<file path="src/rtl/instruction_fetch.sv">
// Fetch stage: owns the PC, feeds combinational imem, registers word+PC into IF/ID; FETCH_EARLY_JUMP_EN enables in-stage J.
// Latency: imem_addr to IF/ID is one edge; redirect costs one bubble, early J costs none.
// Backpressure: stall holds PC and IF/ID; redirect overrides stall and flushes IF/ID.
module instruction_fetch #(
  parameter logic [31:0] RESET_PC = 32'd0
) (
  input  logic        clk,
  input  logic        rst_n,
  output logic [31:0] imem_addr,
  input  logic [31:0] imem_data,
  input  logic        stall,
  input  logic        redirect,
  input  logic [31:0] redirect_pc,
  output logic [31:0] if_instr,
  output logic [31:0] if_pc,
  output logic [31:0] if_pc_plus4,
  output logic        if_valid,
  output logic        misalign_err
);

  typedef struct packed {
    logic [31:0] instr;
    logic [31:0] pc;
    logic [31:0] pc_plus4;
    logic        valid;
  } ifid_t;

  localparam logic RESET_MISALIGN = (RESET_PC[1:0] != 2'b00);

  logic [31:0] pc;
  logic [31:0] pc_plus4;
  logic [31:0] seq_pc;
  logic [31:0] load_pc;
  logic        load_en;
  ifid_t       ifid_q;

  assign imem_addr = pc;
  assign pc_plus4  = pc + 32'd4;

  // Sequential successor; an unconditional J short-circuits it when enabled.
  always_comb begin
    seq_pc = pc_plus4;
`ifdef FETCH_EARLY_JUMP_EN
    if (imem_data[31:26] == 6'b000010) begin
      seq_pc = {pc_plus4[31:28], imem_data[25:0], 2'b00};
    end
`endif
  end

  always_comb begin
    load_en = redirect || !stall;
    load_pc = redirect ? redirect_pc : seq_pc;
  end

  always_ff @(posedge clk or negedge rst_n) begin
    if (!rst_n) begin
      pc           <= RESET_PC;
      ifid_q       <= '0;
      misalign_err <= RESET_MISALIGN;
    end else begin
      if (load_en) begin
        pc <= load_pc;
        // Misaligned PC is kept as-is; imem returns 0 for it, which flows as a NOP.
        if (load_pc[1:0] != 2'b00) begin
          misalign_err <= 1'b1;
        end
      end
      if (redirect) begin
        ifid_q.instr <= '0;
        ifid_q.valid <= 1'b0;
      end else if (!stall) begin
        ifid_q.instr    <= imem_data;
        ifid_q.pc       <= pc;
        ifid_q.pc_plus4 <= pc_plus4;
        ifid_q.valid    <= 1'b1;
      end
    end
  end

  assign if_instr    = ifid_q.instr;
  assign if_pc       = ifid_q.pc;
  assign if_pc_plus4 = ifid_q.pc_plus4;
  assign if_valid    = ifid_q.valid;

endmodule

</file>
<file path="config.mk">
export PLATFORM = sky130hd
export DESIGN_NAME = instruction_fetch
export DESIGN_NICKNAME = d
export VERILOG_FILES = /design/src/rtl/instruction_fetch.sv
export SDC_FILE = /design/constraint.sdc
export NUM_CORES = 1
export LEC_CHECK = 0
export CAP_MARGIN = 40
export CORE_MARGIN = 8
export CORE_UTILIZATION = 46
export DETAILED_ROUTE_END_ITERATION = 16
export GPL_TIMING_DRIVEN = 0
export PLACE_DENSITY = 0.8
export SETUP_SLACK_MARGIN = 0.15
export SYNTH_ARGS = -nofsm -noshare
export SYNTH_HDL_FRONTEND = slang
export SYNTH_SLANG_ARGS = --single-unit
</file>
<file path="constraint.sdc">
create_clock -name clk -period 2.9 [get_ports clk]
set_input_delay 0.58 -clock clk [delete_from_list [all_inputs] [get_ports clk]]
set_output_delay 0.58 -clock clk [all_outputs]
set_load 0.005 [all_outputs]
</file>
# Word-level counts from Yosys, hierarchy flattened
# Cells that the tools add are included.
[classes]
n_addsub = 1
eq_ne = 1
muxes = 4
bitwise_logic = 2
reduce_logical = 5
[ops]
columns = ["cell", "count"]
rows = [
  ["$mux W97", 1],
  ["$mux W32", 2],
  ["$add A32 B3 Y32 const B", 1],
  ["$reduce_and A2 Y1", 2],
  ["$ne A2 B1 Y1 const B", 1],
  ["$not A1 Y1", 2],
  ["$reduce_bool A2 Y1", 1],
  ["$logic_not A1 Y1", 1],
  ["$logic_or A1 B1 Y1", 1],
  ["$mux W1", 1],
]
[totals]
register_bits = 130
in_bits = 68
word_cells = 19

# Longest topological paths before layout
# Gate-level depths: netlist of the first run.
[depth]
word_depth = 4
depth_mapped = 8
ltp_nobuf = 5

# Least setup slack after synthesis of the first run
# OpenSTA, ideal clock, no wires.
[synth_path]
path_kind = "reg2reg"
from = "register pc[2], in the netlist imem_addr[2]"
to = "register ifid_q, in the netlist if_pc_plus4[18]"
setup_time_ps = 69
arrival_ps = 2050
required_ps = 2831
setup_slack_ps = 781
path_stages_with_launch = 8
n_path_buf = 2
cell_sequence = "dfrtp_1 -> ha_1 -> nand4_1 -> clkbuf_1 -> or4_1 -> clkbuf_1 -> or4_1 -> nand3_1"
[synth_between]
elab_chain_len = 1
[synth_rtl]
columns = ["element", "line_no", "rtl"]
rows = [
  ["start: declaration", "30", "logic [31:0] pc;"],
  ["start signal: assignment", "62", "pc <= load_pc;"],
  ["$add A32 B3 Y32", "38", "assign pc_plus4 = pc + 32'd4;"],
  ["end: declaration", "35", "ifid_t ifid_q;"],
]
# No other way between the ends.
# A chain may end at the register's enable or synchronous reset.

# Worst setup path in the final report of the first run
# Ends and elaborated chain as after synthesis.

==> results of run 1 <==
-- worst paths after layout --
path	to	start	slack (ps)	depth (start not counted)
setup / recovery	if_pc_plus4[18]	imem_addr[2]	340	7
hold / removal	if_pc_plus4[14]	rst_n	130	1
setup reg to reg	if_pc_plus4[18]	imem_addr[2]	340	7
hold reg to reg	misalign_err	misalign_err	480	1
max in group asynchronous	imem_addr[20]	rst_n	2030	2
min in group clk	misalign_err	misalign_err	480	1
-- synthesized netlist by cell type (2+ instances only) --
master / n / share of area (%)
mux2_2: 2 / 0.37
a21o_1: 2 / 0.25
nand3b_1: 2 / 0.25
a31oi_1: 26 / 2.7
nand3_1: 11 / 0.91
a22oi_1: 2 / 0.25
clkbuf_1: 35 / 2.2
or3_1: 11 / 1.1
nor3_1: 7 / 0.58
or4_1: 26 / 3.2
nor2b_1: 2 / 0.21
buf_2: 15 / 1.2
o31ai_1: 18 / 2.2
nor4_1: 10 / 1.0
nand4_1: 11 / 1.1
buf_4: 5 / 0.62
nand2_1: 117 / 7.2
xor2_1: 3 / 0.43
or2_2: 3 / 0.31
inv_1: 11 / 0.68
dfrtp_1: 128 / 53
or4b_1: 2 / 0.33
xnor2_1: 22 / 3.2
o21ai_0: 43 / 3.5
buf_6: 2 / 0.37
mux2i_1: 33 / 5.4
nand3_2: 4 / 0.66
nor2_1: 69 / 4.3
a211o_1: 2 / 0.29
-- layer usage --
| layer | routed length, µm | vias to the layer above |
|---|---|---|
| li1 | - | 2643 |
| met1 | 8100 | 2770 |
| met2 | 9940 | 278 |
| met3 | 2200 | 48 |
| met4 | 594 | 0 |
| met5 | 0 | - |
-- cell families after synthesis --
group                    count (synthesis)  synth area share, %
flip-flops                             128                 52.8
AND/OR/NAND/NOR                        282                 22.5
multiplexers                            35                 5.82
buffers and inverters                   69                 5.14
XOR/XNOR                                25                 3.61
adder cells (fa/ha/maj)                  1                0.206
AO/OA/AOI/OAI                           98                 9.88
-- cell type report --
class	instances	share of cell area (%)
flip-flops and latches	128	36.2
multi-input cells	441	28.8
repair buffers	197	22.5
clock buffers	23	5.52
plain buffers	58	3.06
well taps	176	2.49
clock inverters	9	0.934
inverters	11	0.467
-- through the flow --
| step | setup TNS (ps) | power (mW) | instances | cell area [µm²] |
|---|---|---|---|---|
| 2_1_floorplan | 0 | 2.53 | 638 | 6060 |
| 3_3_place_gp | -474790 | 3.23 | 1010 | 8250 |
| 3_5_place_dp | 0 | 3.27 | 1011 | 8270 |
| 4_1_cts | 0 | 5.31 | 1043 | 8840 |
| 5_1_grt | 0 | 5.49 | 1043 | 8840 |
| 6_report | 0 | 5.27 | 1043 | 8840 |
-- report_power, final --
part	internal [mW]	total (mW)	switching (mW)
sequential	1.99	2.16	0.176
combinational	0.599	1.07	0.469
clock	1.26	2.04	0.778
-- state kept, by name, indices dropped and copies added, names as in the netlist --
signal	count
if_pc_plus4	30
if_pc	32
if_instr	32
if_valid	1
misalign_err	1
imem_addr	32
-- critical path: stages (launching register included) --
cell,delay [ps]
dfrtp_1,510
ha_1,300
nand4_1,150
clkbuf_1,250
or4_1,490
clkbuf_1,220
or4_1,460
nand3_1,100
==> flow_summary.json, run 1 <==
{
  "drc": 0,
  "synth_area_mm2": 0.00606,
  "powerDensity_mw_per_mm2": 596,
  "syn_to_final_growth_pct": 45.9,
  "post-route-period-util_pct": 88.4,
  "worst_pin_slew_ps": 751,
  "hold_viol": 0,
  "worst_hold_slack_ps": 126,
  "start_util_pct": 46.5,
  "post_drt_wl_per_cell_um": 20.0,
  "worstPathMaxFanout": 10,
  "cts_buffer_depth": 2,
  "grt_max_degree": 74,
  "seqCellArea_mm2": 0.00320,
  "p_leak_nw": 3.72,
  "cts_sinks": 128,
  "syn_nets": 707,
  "drive_above_1_share_pct": 7.61,
  "track_usage_pct": 24.6,
  "dp_slack_ps": 32.5,
  "ir_worst_vdd_v": 0.000348,
  "layout_commonest_cell": "clkdlybuf4s50_1",
  "gp_congestion": 0.900,
  "worst_ep_required_time_ps": 3250,
  "rsz0062_at_grt": "false",
  "core-area_mm2": 0.0130,
  "fillers": 1064,
  "clk_latency_ps": 420,
  "layout_common_cells": "clkdlybuf4s50_1 (195), dfrtp_1 (128), nand2_1 (117)",
  "wl_um": 20800,
  "syn_inst": 638,
  "critPathKind": "reg2reg",
  "use_met3_pct": 9.90,
  "ant_nets": 0,
  "ios": 198,
  "htreeDepth": 4,
  "setup_viol": 0,
  "ys.flop_type": "dfrtp_1",
  "die_w_um": 131,
  "status": "finished, final reports clean",
  "grt_pass1_vias": 5939,
  "grtUsageMet2_pct": 39.7,
  "n_antenna_cell": 0,
  "cts_tree": "yes",
  "cp-end-kind": "flip-flop",
  "cts_root_buf": "clkbuf_16",
  "rows": 42,
  "min_path_type": "in2async",
  "drv_cap": 0,
  "hold_buffers": 0,
  "fin_nets": 923,
  "synth-edff-count": 0,
  "cts_buffers": 17,
  "hpwl_um": 15700,
  "seq_area_frac_synth_pct": 52.8,
  "slew_headroom_pct": 49.9,
  "viasPerCell": 5.50,
  "ys_types": 43,
  "ys_seq_elements": 128,
  "grt_antenna_before_repair": 0,
  "syn_avg_cell_area_um2": 9.50,
  "ctsResizeCount": 0,
  "drt_first_iter_violations": 406,
  "portBuffers": 196,
  "crit_arrival_ps": 2920,
  "dr.pass1.iters": 5,
  "async_flop_share_pct": 100,
  "yosys_warnings": 0,
  "finalWorstSetupSlack_ps": 337,
  "fin_util_pct": 67.9,
  "gr-usage-met1_pct": 28.1,
  "overflow": 0,
  "post-cts-setup-buffers": 0,
  "die_h_um": 131,
  "grt_pass1_wl_um": 31800,
  "post-route-min-period_ps": 2560,
  "skew_ps": 6.85,
  "start_kind": "flip-flop",
  "grt_busiest_layer": "met2",
  "finalMaxSlewViolations": 0,
  "die_area_mm2": 0.0171,
  "multi_input_area_mm2": 0.00255,
  "max_freq_mhz": 390,
  "vias": 5739,
  "path_clk_slew_ps": 60
}
Power figures use the tool's default switching activity.
==> run 2, diff against run 1 <==
--- a/config.mk
+++ b/config.mk
@@ -10,6 +10,7 @@
 export CORE_UTILIZATION = 46
 export DETAILED_ROUTE_END_ITERATION = 16
 export GPL_TIMING_DRIVEN = 0
+export MAX_ROUTING_LAYER = met4
 export PLACE_DENSITY = 0.8
 export SETUP_SLACK_MARGIN = 0.15
 export SYNTH_ARGS = -nofsm -noshare
==> flow_summary.json, run 2 (synthesis gave the netlist of run 1 again) <==
{
  "status": "finished, final reports clean",
  "worstSetupStartpoint": "imem_addr[2]",
  "report.power.total_mw": 5.25,
  "portBuffers": 196,
  "reg2reg_slack_ps": 310,
  "grt_max_degree": 86,
  "worst_pin_slew_ps": 775,
  "layout_common_cells": "clkdlybuf4s50_1 (195), dfrtp_1 (128), nand2_1 (117)",
  "dp_slack_ps": 68.3,
  "start_util_pct": 46.5,
  "cp.depth": 7,
  "rsz0062_at_grt": "false",
  "max_stage_delay_ps": 520,
  "setup_viol": 0,
  "crit_buf_inv": 2,
  "hold_viol": 0,
  "clk_latency_ps": 410,
  "max_freq_mhz": 387,
  "htreeDepth": 4,
  "syn_to_final_growth_pct": 45.7,
  "n_antenna_cell": 0,
  "post-route-min-period_ps": 2590,
  "seqPwrFrac_pct": 41.1,
  "fin_nets": 923,
  "p_clk_share_pct": 38.5,
  "hpwl_um": 15600,
  "powerDensity_mw_per_mm2": 594,
  "grt_pass1_vias": 6008,
  "crit_end": "if_pc_plus4[18]",
  "p_leak_nw": 3.71,
  "layout_commonest_cell": "clkdlybuf4s50_1",
  "crit_arrival_ps": 2930,
  "power_frac_comb_pct": 20.4,
  "critPathSlowestCell": "dfrtp_1",
  "ctsResizeCount": 0,
  "start_kind": "flip-flop",
  "cts_buffer_depth": 2,
  "wl_um": 20900,
  "cts_sinks": 128,
  "ios": 198,
  "overflow": 0,
  "skew_ps": 8.13,
  "hold_buffers": 0,
  "gp_congestion": 0.917,
  "worstReg2RegEnd": "if_pc_plus4[18]",
  "stdcell_area_mm2": 0.00883,
  "worst_ep_required_time_ps": 3250,
  "cts_buffers": 17,
  "post-cts-setup-buffers": 0,
  "drt_first_iter_violations": 433,
  "viasPerCell": 5.52,
  "cp-end-kind": "flip-flop",
  "drive_above_1_share_pct": 7.61,
  "die_w_um": 131,
  "core-area_mm2": 0.0130,
  "cpLargestDelayFamily": "simple AND/OR/NAND/NOR gates",
  "drc": 0,
  "finalMaxSlewViolations": 0,
  "rows": 42,
  "cts_tree": "yes",
  "die_h_um": 131,
  "p_sw_mw": 1.43,
  "drv_cap": 0,
  "grt_antenna_before_repair": 0,
  "vias": 5754,
  "path_clk_slew_ps": 60,
  "ant_nets": 0,
  "finalSetupTns_ps": 0,
  "r2r_start": "imem_addr[2]",
  "critPathKind": "reg2reg",
  "track_usage_pct": 25.6,
  "sw_frac_of_total_pct": 27.2,
  "finalWorstSetupSlack_ps": 313,
  "min_path_type": "in2async",
  "die_area_mm2": 0.0171,
  "worstPathMaxFanout": 10,
  "reg2reg_depth": 7,
  "crit_chain": "ha_1 > nand4_1 > clkbuf_1 > or4_1 > clkbuf_1 > or4_1 > nand3_1",
  "placed_cell_area_mm2": 0.00827,
  "slew_headroom_pct": 48.3,
  "cts_root_buf": "clkbuf_16",
  "intPower_mw": 3.83,
  "dr.pass1.iters": 5,
  "post_drt_wl_per_cell_um": 20.0,
  "grt_pass1_wl_um": 32100,
  "ir_worst_vdd_v": 0.000347,
  "post-route-period-util_pct": 89.2
}
==> run 2: worst min path at each step <==
stage / start / endpoint / slack, ps
after global placement: if_pc[25] / if_pc[25] / 460
after CTS: rst_n / if_pc[28] / 90
after floorplan: rst_n / if_instr[0] / 280
after detailed placement: if_pc[28] / if_pc[28] / 460
final: rst_n / if_pc[19] / 80
after global routing: rst_n / if_pc[19] / 120
==> run 2: power by group through the flow <==
stage                     clock network [mW]  registers, mW  logic [mW]
after floorplan                            0           2.16       0.372
after global placement                     0           2.18        1.05
after detailed placement                   0           2.19        1.08
after CTS                               2.04           2.16        1.09
after global routing                    2.12           2.19        1.17
final                                   2.02           2.16        1.07
==> run 2: area by class of cell <==
cell class                 instances  area, µm²
fill                            1060       4200
multi-input combinational        441       2550
timing repair buffer             197       1990
buffer                            58        270
clock buffer                      22        474
clock inverter                    10       86.3
tap                              176        220
inverter                          11       41.3
sequential                       128       3200
==> run 2: per-layer routing <==
metal / track usage [%] / vias up / share of wire [%]
met2: 39.9 / 270 / 48
li1: - / 2649 / -
met3: 8.04 / 25 / 9.8
met5: - / - / 0
met4: 10.9 / 0 / 1.8
met1: 30.1 / 2810 / 40
==> run 2: through the flow <==
step	util, %	hold slack (ps)	cells
after floorplan	-	284	638
after global placement	63.3	461	1010
after detailed placement	63.5	463	1011
after CTS	67.8	90.8	1043
after global routing	67.8	116	1043
final	67.8	84.4	1043
